File: src/rtl/robs_pkg.sv
// Shared definitions for the Robertson sequential multiplier: state codes,
// counter sizing and the operand extension bit.
package robs_pkg;

  localparam logic [1:0] ST_IDLE = 2'b00;
  localparam logic [1:0] ST_RUN  = 2'b01;
  localparam logic [1:0] ST_DONE = 2'b10;

  function automatic int robs_cw(input int n);
    return (n < 2) ? 1 : $clog2(n);
  endfunction

  // Bit prepended when widening an N-bit value to N+1 bits.
  function automatic logic robs_ext(input logic msb, input logic mode);
    return mode & msb;
  endfunction

endpackage

File: src/rtl/robs_step.sv
// One Robertson step: N+1-bit add (or subtract on the final signed step)
// of the extended partial product, returned already shifted right by one.
module robs_step
  import robs_pkg::*;
#(
  parameter int N = 8
) (
  input  logic [N-1:0] a_i,
  input  logic [N-1:0] m_i,
  input  logic         q0_i,
  input  logic         mode_i,
  input  logic         last_i,
  output logic [N-1:0] a_o,
  output logic         sbit_o
);

  logic [N:0] ext_a, p, s;

  always_comb begin
    ext_a = {robs_ext(a_i[N-1], mode_i), a_i};
    p     = q0_i ? {robs_ext(m_i[N-1], mode_i), m_i} : '0;
    // The multiplier sign bit carries weight -2^(N-1) in signed mode.
    s     = (mode_i && last_i) ? (ext_a - p) : (ext_a + p);
  end

  assign a_o    = s[N:1];
  assign sbit_o = s[0];

endmodule

File: src/rtl/robertson_mult_seq.sv
// Sequential N x N -> 2N multiplier (signed or unsigned per operation),
// one add/shift step per clock with a start/busy/done handshake.
module robertson_mult_seq
  import robs_pkg::*;
#(
  parameter int N = 8
) (
  input  logic           clk,
  input  logic           reset,
  input  logic           start,
  input  logic           is_signed,
  input  logic [N-1:0]   multiplicand,
  input  logic [N-1:0]   multiplier,
  output logic [2*N-1:0] product,
  output logic           busy,
  output logic           done
);

  localparam int CW = robs_cw(N);

  logic [1:0]     state_q, state_d;
  logic [N-1:0]   a_q, a_d, q_q, q_d, m_q, m_d;
  logic           mode_q, mode_d;
  logic [CW-1:0]  cnt_q, cnt_d;
  logic [2*N-1:0] prod_q, prod_d;
  logic [N-1:0]   a_step;
  logic           s0;

  robs_step #(.N(N)) u_step (
    .a_i   (a_q),
    .m_i   (m_q),
    .q0_i  (q_q[0]),
    .mode_i(mode_q),
    .last_i(cnt_q == '0),
    .a_o   (a_step),
    .sbit_o(s0)
  );

  always_comb begin
    state_d = state_q;
    a_d     = a_q;
    q_d     = q_q;
    m_d     = m_q;
    mode_d  = mode_q;
    cnt_d   = cnt_q;
    prod_d  = prod_q;
    case (state_q)
      ST_IDLE, ST_DONE: begin
        if (start) begin
          state_d = ST_RUN;
          a_d     = '0;
          q_d     = multiplier;
          m_d     = multiplicand;
          mode_d  = is_signed;
          cnt_d   = CW'(N - 1);
        end else begin
          state_d = ST_IDLE;
        end
      end
      ST_RUN: begin
        a_d = a_step;
        q_d = {s0, q_q[N-1:1]};
        if (cnt_q == '0) begin
          state_d = ST_DONE;
          prod_d  = {a_step, s0, q_q[N-1:1]};
        end else begin
          cnt_d = cnt_q - 1'b1;
        end
      end
      default: state_d = ST_IDLE;
    endcase
  end

  always_ff @(posedge clk) begin
    if (reset) begin
      state_q <= ST_IDLE;
      a_q     <= '0;
      q_q     <= '0;
      m_q     <= '0;
      mode_q  <= 1'b0;
      cnt_q   <= '0;
      prod_q  <= '0;
    end else begin
      state_q <= state_d;
      a_q     <= a_d;
      q_q     <= q_d;
      m_q     <= m_d;
      mode_q  <= mode_d;
      cnt_q   <= cnt_d;
      prod_q  <= prod_d;
    end
  end

  assign product = prod_q;
  assign busy    = (state_q == ST_RUN);
  assign done    = (state_q == ST_DONE);

endmodule

File: config.mk
export PLATFORM = sky130hd
export DESIGN_NAME = robertson_mult_seq
export DESIGN_NICKNAME = d
export VERILOG_FILES = /design/src/rtl/robs_pkg.sv /design/src/rtl/robs_step.sv /design/src/rtl/robertson_mult_seq.sv
export SDC_FILE = /design/constraint.sdc
export NUM_CORES = 1
export LEC_CHECK = 0
export BUFFER_PORTS_ARGS = -buffer_cell sky130_fd_sc_hd__buf_4
export CORE_MARGIN = 2
export CORE_UTILIZATION = 50
export DETAILED_ROUTE_END_ITERATION = 7
export PLACE_DENSITY = 0.76
export SLEW_MARGIN = 20
export SYNTH_ARGS = -nofsm -noshare
export SYNTH_HDL_FRONTEND = slang
export SYNTH_SLANG_ARGS = --single-unit
File: constraint.sdc
create_clock -name clk -period 2.5 [get_ports clk]
set_input_delay 0.125 -clock clk [delete_from_list [all_inputs] [get_ports clk]]
set_output_delay 0.125 -clock clk [all_outputs]
set_load 0.005 [all_outputs]
Yosys cells after proc, flatten, opt, wreduce, memory -nomap -nowiden:

Cells that the tools add are included.

* register bits after elaboration: 46
* output and inout bits: 18

* $add $sub $neg: 3
* eq/ne operators: 5
* multiplexer cells: 12
* bitwise operators: 2
* reduce and logical (&&, ||, !) cells: 9

Operators by type and width (number)
* 8-bit one-hot mux with 2 select lines: 2
* 9-bit two-way mux: 2
* 8-bit two-way mux: 2
* 9-bit adder: 1
* 9-bit subtractor: 1
* 3-bit two-way mux: 2
* 3-bit one-hot mux with 2 select lines: 1
* 2-bit AND reduction: 3
* 2-bit inequality test (second input constant): 2
* 2-bit one-hot mux with 2 select lines: 1
* 3-bit logical NOT: 1
* 3-bit AND reduction: 1
* 3-bit by 1-bit subtractor with 3-bit output (second input constant): 1
* 1-bit AND: 2
* 2-bit by 1-bit equality test with 1-bit output (second input constant): 1
* 2-bit equality test (second input constant): 1
* 2-bit logical NOT: 1
* 2-bit two-way mux: 1
* 2-bit by 1-bit inequality test with 1-bit output (second input constant): 1
* 2-bit nonzero test: 1
* 2-bit OR reduction: 1
* 1-bit logical AND: 1
* 1-bit two-way mux: 1

Longest topological paths before layout:

Gate-level depths: netlist of the first run.

* depth after elaboration: 5
* mapped depth: 14
* mapped depth without buffers: 13

Hierarchy:

From an unflattened synthesis of the first run, not the netlist that was laid out.

* cells, all modules: 301
* area total of the unflattened synthesis: 2399.8 sq um

Modules (own cells, without submodules)
* robertson_mult_seq: times used 1, cells an instance 215, area an instance 1799.2 sq um, seq. area each 920.9 sq um
* robs_step: times used 1, cells an instance 86, area an instance 600.6 sq um, seq. area each 0.0 sq um

Least setup slack after synthesis of the first run:

Ideal clock, no wire load.

* path kind: reg-to-reg
* start: register q_q[0]
* end: register prod_q[14], in the netlist product[14]
* library setup time: 120 ps
* arrival time: 2589 ps
* required time: 2380 ps
* slack: -209 ps
* cell stages (with the launch flop): 14
* path buffers: 1
* clock period less this slack: 2709 ps
* cells stage by stage: dfxtp_1 clkbuf_1 nand2_1 ha_1 nor2_1 nor2_1 a31oi_1 o21ai_0 ha_1 a21oi_1 o21bai_1 a221oi_1 or4_1 nand3_1

* word-level cells in the longest chain between the ends: 3

Ends and longest elaborated chain
* start, declared: line robertson_mult_seq.sv:22 `logic [N-1:0] a_q, a_d, q_q, q_d, m_q, m_d;`
* start signal, assigned: line robertson_mult_seq.sv:86 `q_q <= q_d;`
* 9-bit two-way mux *: line robs_step.sv:21 `p = q0_i ? {robs_ext(m_i[N-1], mode_i), m_i} : '0;`
* 9-bit adder / 9-bit subtractor (equally long branches): line robs_step.sv:23 `s = (mode_i && last_i) ? (ext_a - p) : (ext_a + p);`
* 9-bit two-way mux *: line robs_step.sv:23
* end signal, assigned: line robertson_mult_seq.sv:90 `prod_q <= prod_d;`
* end, declared: line robertson_mult_seq.sv:25 `logic [2*N-1:0] prod_q, prod_d;`

Mark *: on every way between the ends. The rest lies on a longest branch, timed or not.
A chain may end at the register's enable or synchronous reset.

Worst setup path after layout of the first run:

* start: register cnt_q[0]
* end: register prod_q[12], in the netlist product[12]

* word-level cells in the longest chain between the ends: 3

Ends and longest elaborated chain
* start, declared: line robertson_mult_seq.sv:24 `logic [CW-1:0] cnt_q, cnt_d;`
* start signal, assigned: line robertson_mult_seq.sv:89 `cnt_q <= cnt_d;`
* 3-bit logical NOT *: line robertson_mult_seq.sv:34, robertson_mult_seq.sv:63
* 1-bit logical AND: line robs_step.sv:23
* 9-bit two-way mux: line robs_step.sv:23

Marks and branches as above.

==> impl_metrics.sql, run 1 <==
INSERT INTO impl_metrics (metric_group, metric, value, unit) VALUES
('setup_path', 'critPathMaxStageDelay', '390', 'ps'),
('timing', 'final-max-slew-violation-count', '0', ''),
('timing', 'fin_ws', '-31.59', 'ps'),
('timing', 'timing.final.setup_violations', '1', ''),
('routing', 'antenna_left', '0', ''),
('setup_path', 'critical_path.top_delay_family', 'simple AND/OR/NAND/NOR gates', ''),
('floorplan', 'design.portCount', '38', ''),
('placed_design', 'place.detailed.hpwl', '3908', 'um'),
('clock_network', 'cts.htree.levels', '2', ''),
('pwr', 'irDropWorstVdd', '0.3442', 'mV'),
('synth', 'dominantRegCellSynth', 'sky130_fd_sc_hd__dfxtp_1', ''),
('synth', 'sequential_share_of_the_synthesized_area', '38.70', '%'),
('timing', 'final_hold_viol_count', '0', ''),
('synth', 'synth_cell_type_count', '53', ''),
('cells_and_area', 'finish.instance_area', '0.003161', 'mm2'),
('clock_network', 'cts_buffer_depth', '2', ''),
('floorplan', 'floorplan.die.width', '72.99', 'um'),
('setup_path', 'cp.required', '2750', 'ps'),
('placed_design', 'placement.io_buffers', '37', ''),
('clock_network', 'cts_hold_repair.buffers', '0', ''),
('timing', 'finalHoldWorstSlack', '51.29', 'ps'),
('cells_and_area', 'area_growth_syn_to_layout', '32.81', '%'),
('pwr', 'power.density', '691.4', 'mW/mm2'),
('synth', 'syn-num-nets', '329', ''),
('floorplan', 'initial_cell_density_of_the_core', '51.06', '%'),
('setup_path', 'cp-end-kind', 'register', ''),
('cells_and_area', 'antenna_diode_count', '0', ''),
('pwr', 'final_total_power', '2.185', 'mW'),
('setup_path', 'path_buf_inv', '2', ''),
('floorplan', 'floorplan.core_area', '0.004661', 'mm2'),
('cells_and_area', 'final_layout_size_suffix_gt1_share', '32.20', '%'),
('routing', 'route.detailed.drc', '0', ''),
('setup_path', 'crit_slowest_cell', 'sky130_fd_sc_hd__or4_1', ''),
('global_route', 'pin_count_of_the_biggest_net_entering_global_routing', '46', ''),
('synth', 'yosys.area.top_type', 'sky130_fd_sc_hd__dfxtp_1', ''),
('timing', 'time_the_final_worst_path_needs_with_i_o_delays_and_setup', '2532', 'ps'),
('routing', 'wirelength', '6221', 'um'),
('cells_and_area', 'regArea', '924.6', 'um2'),
('setup_path', 'crit_path_cells', 'inv_2 > ha_4 > and3b_2 > nor2_4 > buf_6 > xor2_4 > ha_4 > o21a_1 > o31a_1 > o21a_1 > or4_1 > nand3_1', ''),
('routing', 'post_drt_via_cell_ratio', '5.699', ''),
('synth', 'syn_area', '0.002380', 'mm2'),
('timing', 'max_slew_margin', '54.83', '%'),
('synth', 'synth.top_cells.by_area', 'sky130_fd_sc_hd__dfxtp_1, sky130_fd_sc_hd__nand2_1, sky130_fd_sc_hd__ha_1', ''),
('placed_design', 'routabilityCongestion', '0.8740', ''),
('clock_network', 'worst_skew_pair.late_latency', '310', 'ps'),
('setup_path', 'cp_data_arrival_time', '2790', 'ps'),
('clock_network', 'cts_inserted_buffers', '5', ''),
('global_route', 'grt_antenna_before_repair', '0', ''),
('timing', 'max_freq', '395.0', 'MHz'),
('min_path', 'hold_path.class', 'input port to register', ''),
('routing', 'vias', '2325', ''),
('status', 'outcome', 'complete, but fails checks', ''),
('setup_path', 'path_max_fanout', '3', ''),
('clock_network', 'cts_tree', 'built', ''),
('synth', 'avgSynthCellArea', '8.013', 'um2'),
('synth', 'number_of_enable_flip_flop_cells_after_synthesis', '0', ''),
('clock_network', 'clk_pin_slew', '90', 'ps'),
('placed_design', 'placed_area', '0.002854', 'mm2'),
('run', 'max_cap_viol', '0', ''),
('timing', 'fin_worst_skew', '7.393', 'ps'),
('clock_network', 'cts_root_buf', 'sky130_fd_sc_hd__clkbuf_8', ''),
('synth', 'synth.ff_latch_count', '46', ''),
('floorplan', 'die_height', '72.99', 'um'),
('synth', 'ys_warn_count', '0', ''),
('status', 'failed_checks', 'setup timing', ''),
('cells_and_area', 'multi_input_comb_area', '0.001534', 'mm2'),
('clock_network', 'clock-sinks', '46', ''),
('timing', 'final_min_period_over_clock_period', '101.3', '%'),
('timing', 'tightestPinTransition', '677.6', 'ps'),
('global_route', 'grt_use_total', '22.07', '%'),
('global_route', 'grt_pass1_wl', '9156', 'um');
area by class of cell:
type,count,share of cell area (%)
well taps,54,2.138
clock inverters,3,0.6730
repair buffers,66,15.91
flip-flops and latches,46,29.26
inverters,11,1.306
clock buffers,5,2.177
multi-input cells,223,48.54
sequential cells by signal, summed over array words and instances, names as in the netlist:
name and flops:
product 16, mode_q 1, state_q 2, a_q 8
m_q 8, cnt_q 3, q_q 8
tightest hold or removal path: cells and delay by family:
kind / cells / cell delay, ps
buf+inv: 1 / 100
compound gates: 1 / 50
simple gates: 1 / 40
stage by stage:
stage | setup slack, ps | setup TNS (ps) | std cells | utilization, %
6_report | -31.59 | -31.59 | 408 | 67.81
5_1_grt | -157.4 | -746.5 | 408 | 67.81
4_1_cts | 2.051 | 0 | 405 | 63.84
3_5_place_dp | -41.00 | -53.17 | 395 | 61.23
3_3_place_gp | 0.8746 | 0 | 395 | 61.23
2_1_floorplan | 3.145 | 0 | 297 | -
synthesized netlist by cell type, drive strengths merged (3+ instances only):
library cell,count
nand2,61
dfxtp,46
nor2,30
a21oi,27
clkbuf,13
nand3,12
ha,11
inv,11
nor3,8
a311oi,5
o21ai,5
xnor2,5
xor2,5
a211oi,4
buf,4
o22ai,4
nand2b,3
nand4,3
nor2b,3
o21a,3
o31ai,3
or4,3
what timing repair did:
item,4_1_cts,5_1_grt
pin swaps,8,19
endpoints found under the setup margin,3,8
buffers inserted,2,3
resized for setup,9,26
power by group:
group          switching, mW  leakage, nW  internal [mW]
clock network          0.277       0.0441          0.197
registers             0.0563        0.377          0.799
logic                  0.439        0.877          0.417
cells in the final DEF (no fill, tap or decap), types with 3 or more instances in the layout:
cell                        n
sky130_fd_sc_hd__or4_1      3
sky130_fd_sc_hd__dfxtp_2    3
sky130_fd_sc_hd__dfxtp_1   43
sky130_fd_sc_hd__xor2_1     3
sky130_fd_sc_hd__clkbuf_8   5
sky130_fd_sc_hd__inv_2      4
sky130_fd_sc_hd__nor3_1     8
sky130_fd_sc_hd__nand3_1   12
sky130_fd_sc_hd__nor2_1    27
sky130_fd_sc_hd__a311oi_1   4
sky130_fd_sc_hd__inv_1      7
sky130_fd_sc_hd__nand2_1   60
sky130_fd_sc_hd__o21ai_1    3
sky130_fd_sc_hd__buf_4     64
sky130_fd_sc_hd__ha_4       5
sky130_fd_sc_hd__xnor2_1    4
sky130_fd_sc_hd__o22ai_1    4
sky130_fd_sc_hd__a21oi_1   24
sky130_fd_sc_hd__o21a_1     3
sky130_fd_sc_hd__ha_1       4
sky130_fd_sc_hd__a211oi_1   4
sky130_fd_sc_hd__nand4_1    3
cells by family after synthesis:
group	count (synthesis)	share of synthesized area (%)
XOR/XNOR	10	3.996
multiplexers	1	0.4206
AO/OA/AOI/OAI	69	20.03
buffers and inverters	28	4.837
flip-flops	46	38.70
AND/OR/NAND/NOR	131	25.40
adder cells (fa/ha/maj)	12	6.625
path summary, 6_finish.rpt:
| check | start | end | slack (ps) | cells past startpoint |
|---|---|---|---|---|
| min | multiplicand[7] | m_q[7] | 50 | 3 |
| max | cnt_q[0] | product[12] | -30 | 12 |
| min reg2reg | product[2] | product[2] | 460 | 2 |
| max reg2reg | cnt_q[0] | product[12] | -30 | 12 |
routing by layer:
metal,track usage [%],vias up,wire length (um)
li1,-,1147,-
met1,29.15,1093,2711
met2,35.34,71,3068
met3,4.834,14,311
met4,8.025,0,130
met5,0,-,0
Note: power is estimated with default switching activity, not from simulation.
==> inputs of run 2 (changes only) <==
--- a/config.mk
+++ b/config.mk
@@ -8,7 +8,9 @@
 export BUFFER_PORTS_ARGS = -buffer_cell sky130_fd_sc_hd__buf_4
 export CORE_MARGIN = 2
 export CORE_UTILIZATION = 50
+export CTS_CLUSTER_SIZE = 10
 export DETAILED_ROUTE_END_ITERATION = 7
+export MAX_ROUTING_LAYER = met4
 export PLACE_DENSITY = 0.76
 export SLEW_MARGIN = 20
 export SYNTH_ARGS = -nofsm -noshare
==> impl_metrics.sql, run 2 (same netlist as run 1, synthesis figures left out) <==
INSERT INTO impl_metrics (metric_group, metric, value, unit) VALUES
('routing', 'route.detailed.drc', '0', ''),
('setup_path', 'critical_path.top_delay_family', 'simple AND/OR/NAND/NOR gates', ''),
('setup_path', 'path_buf_inv', '2', ''),
('clock_network', 'cts_buffer_depth', '2', ''),
('status', 'failed_checks', 'setup timing', ''),
('cells_and_area', 'largest_register_ffs', '16', ''),
('floorplan', 'die_height', '72.99', 'um'),
('floorplan', 'floorplan.die.width', '72.99', 'um'),
('clock_network', 'clk_pin_slew', '100', 'ps'),
('pwr', 'irDropWorstVdd', '0.3429', 'mV'),
('timing', 'timing.final.setup_violations', '1', ''),
('routing', 'wirelength', '6248', 'um'),
('clock_network', 'clock-sinks', '46', ''),
('routing', 'antenna_left', '0', ''),
('routing', 'post_drt_via_cell_ratio', '5.794', ''),
('status', 'outcome', 'complete, but fails checks', ''),
('cells_and_area', 'antenna_diode_count', '0', ''),
('run', 'max_cap_viol', '0', ''),
('clock_network', 'worst_skew_pair.late_latency', '310', 'ps'),
('timing', 'max_freq', '395.4', 'MHz'),
('timing', 'finalHoldWorstSlack', '50.91', 'ps'),
('setup_path', 'setup.worst_path.class', 'register to register', ''),
('pwr', 'leakage', '1.298', 'nW'),
('min_path', 'holdCritStartpoint', 'multiplicand[7]', ''),
('timing', 'final_min_period_over_clock_period', '101.2', '%'),
('floorplan', 'floorplan.core_area', '0.004661', 'mm2'),
('timing', 'final_hold_viol_count', '0', ''),
('cells_and_area', 'most-common-layout-cells', 'sky130_fd_sc_hd__buf_4, sky130_fd_sc_hd__nand2_1, sky130_fd_sc_hd__dfxtp_1, sky130_fd_sc_hd__nor2_1, sky130_fd_sc_hd__a21oi_1', ''),
('setup_path', 'cp.required', '2760', 'ps'),
('cells_and_area', 'area_growth_syn_to_layout', '32.81', '%'),
('floorplan', 'design.die.area', '0.005328', 'mm2'),
('floorplan', 'floorplan.rows', '25', ''),
('setup_path', 'crit_path_cells', 'inv_2 > ha_4 > and3b_2 > nor2_4 > buf_6 > xor2_4 > ha_4 > o21a_1 > o31a_1 > o21a_1 > or4_1 > nand3_1', ''),
('clock_network', 'cts_inserted_buffers', '5', ''),
('setup_path', 'cp-end-kind', 'register', ''),
('global_route', 'grt_pass1_wl', '9156', 'um'),
('global_route', 'grt_antenna_before_repair', '0', ''),
('routing', 'post_drt_wl_per_cell', '15.31', 'um'),
('setup_path', 'cp-start-kind', 'register', ''),
('setup_path', 'crit_path_from', 'cnt_q[0]', ''),
('setup_path', 'path_max_fanout', '3', ''),
('routing', 'vias', '2364', ''),
('floorplan', 'design.portCount', '38', ''),
('placed_design', 'routabilityCongestion', '0.8883', ''),
('routing', 'drt_pass1_iterations', '5', ''),
('cells_and_area', 'fill_cells', '360', ''),
('timing', 'fin_worst_skew', '9.380', 'ps'),
('timing', 'rsz0062_at_grt', 'true', ''),
('timing', 'max_slew_margin', '53.86', '%'),
('placed_design', 'placement.setup.worst_slack', '-41.00', 'ps'),
('timing', 'tightestPinTransition', '692.1', 'ps'),
('timing', 'final-max-slew-violation-count', '0', ''),
('routing', 'drt_iter0_markers', '226', ''),
('setup_path', 'critPathMaxStageDelay', '390', 'ps'),
('cells_and_area', 'final_nets', '385', ''),
('pwr', 'power.density', '692.5', 'mW/mm2'),
('cells_and_area', 'final_common_cell', 'sky130_fd_sc_hd__buf_4', ''),
('global_route', 'via_count_of_the_first_global_routing_pass', '2075', ''),
('global_route', 'grt_overflow', '0', ''),
('cells_and_area', 'final_layout_size_suffix_gt1_share', '32.20', '%'),
('clock_network', 'cts_root_buf', 'sky130_fd_sc_hd__clkbuf_8', ''),
('placed_design', 'place.detailed.hpwl', '3908', 'um'),
('timing', 'time_the_final_worst_path_needs_with_i_o_delays_and_setup', '2529', 'ps'),
('clock_network', 'cts_tree', 'built', ''),
('global_route', 'pin_count_of_the_biggest_net_entering_global_routing', '46', ''),
('clock_network', 'cts.htree.levels', '2', ''),
('pwr', 'final_total_power', '2.189', 'mW'),
('timing', 'fin_ws', '-29.03', 'ps'),
('floorplan', 'initial_cell_density_of_the_core', '51.06', '%'),
('min_path', 'hold_path.class', 'input port to register', ''),
('setup_path', 'cp_data_arrival_time', '2790', 'ps'),
('setup_path', 'crit_slowest_cell', 'sky130_fd_sc_hd__or4_1', ''),
('setup_path', 'r2r_start', 'cnt_q[0]', ''),
('placed_design', 'placement.io_buffers', '37', ''),
('global_route', 'grt_use_total', '22.72', '%');
## run 2: final timing paths
path	to	slack, ps	cells past startpoint
setup / recovery	product[12]	-30	12
hold / removal	m_q[7]	50	3
setup reg to reg	product[12]	-30	12
hold reg to reg	product[2]	460	2
## run 2: power breakdown
part | internal [mW] | switching [mW] | total [mW]
registers | 0.799 | 0.0569 | 0.855
logic | 0.416 | 0.439 | 0.855
clock network | 0.197 | 0.281 | 0.478
## run 2: metal layers
metal	track usage, %	vias to the layer above	wire [um]
met5	-	-	0
met4	8.025	0	156
met3	4.834	21	275
met2	35.34	89	3024
met1	29.15	1106	2792
li1	-	1148	-
## run 2: final cells by class
class | count | area (um2) | area share (%)
clock inverters | 3 | 21.27 | 0.6730
well taps | 54 | 67.56 | 2.138
repair buffers | 66 | 503.0 | 15.91
flip-flops and latches | 46 | 924.6 | 29.26
clock buffers | 5 | 68.82 | 2.177
inverters | 11 | 41.29 | 1.306
multi-input cells | 223 | 1534 | 48.54
## run 2: timing repair
| action | 4_1_cts | 5_1_grt |
|---|---|---|
| endpoints found under the setup margin | 3 | 8 |
| pin swaps | 8 | 19 |
| gates resized for setup | 9 | 26 |
| setup buffers | 2 | 3 |
| hold buffers | 0 | 0 |
## run 2: worst register-to-register path: stages (launching register included)
cell                      delay [ps]
sky130_fd_sc_hd__dfxtp_2         340
sky130_fd_sc_hd__inv_2            50
sky130_fd_sc_hd__ha_4            140
sky130_fd_sc_hd__and3b_2         230
sky130_fd_sc_hd__nor2_4          150
sky130_fd_sc_hd__buf_6           130
sky130_fd_sc_hd__xor2_4          170
sky130_fd_sc_hd__ha_4            240
sky130_fd_sc_hd__o21a_1          200
sky130_fd_sc_hd__o31a_1          140
sky130_fd_sc_hd__o21a_1          200
sky130_fd_sc_hd__or4_1           390
sky130_fd_sc_hd__nand3_1          90
## run 2: stage by stage
step / cells / area, um2 / setup TNS (ps) / util (%)
floorplan: 297 / 2406 / 0 / -
CTS: 405 / 2975 / 0 / 63.84
global route: 408 / 3161 / -745.9 / 67.81
finish: 408 / 3161 / -29.03 / 67.81
detailed placement: 395 / 2854 / -53.17 / 61.23
global placement: 395 / 2854 / 0 / 61.23
==> inputs of run 3 (changes only) <==
--- a/config.mk
+++ b/config.mk
@@ -10,8 +10,10 @@
 export CORE_UTILIZATION = 50
 export CTS_CLUSTER_SIZE = 10
 export DETAILED_ROUTE_END_ITERATION = 7
+export GPL_TIMING_DRIVEN = 0
 export MAX_ROUTING_LAYER = met4
 export PLACE_DENSITY = 0.76
+export SETUP_SLACK_MARGIN = 0.15
 export SLEW_MARGIN = 20
 export SYNTH_ARGS = -nofsm -noshare
 export SYNTH_HDL_FRONTEND = slang
==> impl_metrics.sql, run 3 (same netlist as run 1, synthesis figures left out) <==
INSERT INTO impl_metrics (metric_group, metric, value, unit) VALUES
('placed_design', 'placed_area', '0.002783', 'mm2'),
('run', 'max_cap_viol', '0', ''),
('clock_network', 'cts_root_buf', 'sky130_fd_sc_hd__clkbuf_8', ''),
('clock_network', 'clock-sinks', '46', ''),
('global_route', 'via_count_of_the_first_global_routing_pass', '2164', ''),
('floorplan', 'floorplan.die.width', '72.99', 'um'),
('clock_network', 'cts_tree', 'built', ''),
('placed_design', 'placement.setup.worst_slack', '-149.8', 'ps'),
('timing', 'final_min_period_over_clock_period', '110.8', '%'),
('clock_network', 'cts_buffer_depth', '2', ''),
('setup_path', 'setup.worst_path.class', 'register to register', ''),
('floorplan', 'design.die.area', '0.005328', 'mm2'),
('cells_and_area', 'finish.instance_area', '0.003254', 'mm2'),
('timing', 'tightestPinTransition', '639.1', 'ps'),
('timing', 'finalHoldWorstSlack', '58.24', 'ps'),
('clock_network', 'cts.htree.levels', '2', ''),
('routing', 'post_drt_wl_per_cell', '16.25', 'um'),
('clock_network', 'cts_inserted_buffers', '5', ''),
('cells_and_area', 'final_layout_size_suffix_gt1_share', '32.87', '%'),
('floorplan', 'initial_cell_density_of_the_core', '51.06', '%'),
('global_route', 'grt_antenna_before_repair', '0', ''),
('global_route', 'grt_use_total', '25.64', '%'),
('timing', 'max_slew_margin', '57.24', '%'),
('routing', 'wirelength', '6712', 'um'),
('timing', 'timing.final.setup_violations', '8', ''),
('setup_path', 'cp_data_arrival_time', '3030', 'ps'),
('setup_path', 'cp-end-kind', 'register', ''),
('timing', 'final-max-slew-violation-count', '0', ''),
('floorplan', 'floorplan.core_area', '0.004661', 'mm2'),
('pwr', 'leakage', '1.322', 'nW'),
('global_route', 'pin_count_of_the_biggest_net_entering_global_routing', '15', ''),
('global_route', 'grt_pass1_wl', '10140', 'um'),
('min_path', 'holdCritStartpoint', 'multiplicand[4]', ''),
('cells_and_area', 'finalCoreUtilization', '69.83', '%'),
('cells_and_area', 'final_common_cell', 'sky130_fd_sc_hd__nand2_1', ''),
('placed_design', 'placement.io_buffers', '36', ''),
('setup_path', 'cp.required', '2760', 'ps'),
('routing', 'drt_iter0_markers', '162', ''),
('cells_and_area', 'area_growth_syn_to_layout', '36.75', '%'),
('clock_network', 'worst_skew_pair.late_latency', '310', 'ps'),
('placed_design', 'routabilityCongestion', '0.8673', ''),
('timing', 'max_freq', '361.2', 'MHz'),
('setup_path', 'cp-start-kind', 'register', ''),
('routing', 'drt_pass1_iterations', '6', ''),
('cells_and_area', 'final_nets', '390', ''),
('pwr', 'power.density', '720.6', 'mW/mm2'),
('cells_and_area', 'antenna_diode_count', '0', ''),
('routing', 'post_drt_via_cell_ratio', '5.874', ''),
('global_route', 'grt_overflow', '0', ''),
('cells_and_area', 'largest_register_ffs', '16', ''),
('floorplan', 'floorplan.rows', '25', ''),
('timing', 'final_hold_viol_count', '0', ''),
('placed_design', 'place.detailed.hpwl', '4154', 'um'),
('status', 'outcome', 'complete, but fails checks', ''),
('cells_and_area', 'most-common-layout-cells', 'sky130_fd_sc_hd__nand2_1, sky130_fd_sc_hd__buf_4, sky130_fd_sc_hd__dfxtp_1, sky130_fd_sc_hd__nor2_1, sky130_fd_sc_hd__a21oi_1', ''),
('setup_path', 'path_max_fanout', '4', ''),
('routing', 'antenna_left', '0', ''),
('clock_network', 'cts_hold_repair.buffers', '0', ''),
('floorplan', 'die_height', '72.99', 'um'),
('status', 'failed_checks', 'setup timing', ''),
('timing', 'rsz0062_at_grt', 'true', ''),
('timing', 'fin_ws', '-268.9', 'ps'),
('routing', 'vias', '2426', ''),
('setup_path', 'r2r_start', 'cnt_q[0]', ''),
('min_path', 'hold_path.class', 'input port to register', ''),
('floorplan', 'design.portCount', '38', ''),
('timing', 'fin_worst_skew', '8.687', 'ps'),
('routing', 'route.detailed.drc', '0', ''),
('pwr', 'irDropWorstVdd', '0.3100', 'mV'),
('setup_path', 'crit_path_from', 'cnt_q[0]', ''),
('timing', 'time_the_final_worst_path_needs_with_i_o_delays_and_setup', '2769', 'ps'),
('clock_network', 'clk_pin_slew', '90', 'ps');
-- run 3: worst paths after layout --
check / endpoint / slack, ps / cells past startpoint
setup / recovery: product[14] / -270 / 14
hold reg to reg: product[0] / 460 / 2
hold / removal: m_q[4] / 60 / 3
setup reg to reg: product[14] / -270 / 14
-- run 3: final cells by class --
type / count / area, um2
multi-input combinational: 223 / 1620
fill: 355 / 1406
sequential: 46 / 924.6
timing repair buffer: 54 / 420.4
buffer: 17 / 85.08
clock buffer: 6 / 82.58
tap: 54 / 67.56
inverter: 11 / 41.29
clock inverter: 2 / 12.51
-- run 3: worst max-delay path, stage by stage, from the launching register on --
cell	delay (ps)
sky130_fd_sc_hd__dfxtp_2	350
sky130_fd_sc_hd__inv_2	50
sky130_fd_sc_hd__ha_4	150
sky130_fd_sc_hd__and3b_1	160
sky130_fd_sc_hd__buf_6	120
sky130_fd_sc_hd__nor2_4	120
sky130_fd_sc_hd__nor2_2	50
sky130_fd_sc_hd__a31oi_1	130
sky130_fd_sc_hd__o21ai_1	130
sky130_fd_sc_hd__ha_2	380
sky130_fd_sc_hd__a21oi_2	60
sky130_fd_sc_hd__o21bai_1	280
sky130_fd_sc_hd__a221oi_2	170
sky130_fd_sc_hd__or4_1	490
sky130_fd_sc_hd__nand3_1	70
-- run 3: per-layer routing --
metal | up-vias | track usage, % | wire length, um
li1 | 1160 | - | -
met1 | 1149 | 33.59 | 2704
met2 | 94 | 37.34 | 3242
met3 | 23 | 5.801 | 501
met4 | 0 | 12.14 | 264
met5 | - | - | 0
-- run 3: repair_timing --
action	CTS	global route
buffers inserted	13	5
endpoints found under the setup margin	10	12
resized for setup	12	32
pin swaps	17	29
endpoints found under the hold margin	0	0
-- run 3: where the power goes --
part           leakage (nW)  total, mW  internal (mW)  switching (mW)
sequential            0.377      0.859          0.799          0.0601
combinational         0.898      0.999          0.483           0.516
clock                0.0472      0.488          0.223           0.265
total                  1.32       2.35           1.50           0.841
-- run 3: metrics by stage --
step                      instances  setup TNS (ps)  power, mW
after floorplan                 297               0      1.341
after global placement          387          -301.9      1.492
after detailed placement        387          -485.8      1.502
after CTS                       408          -173.3      2.089
after global routing            413           -2113      2.458
final                           413           -1122      2.345
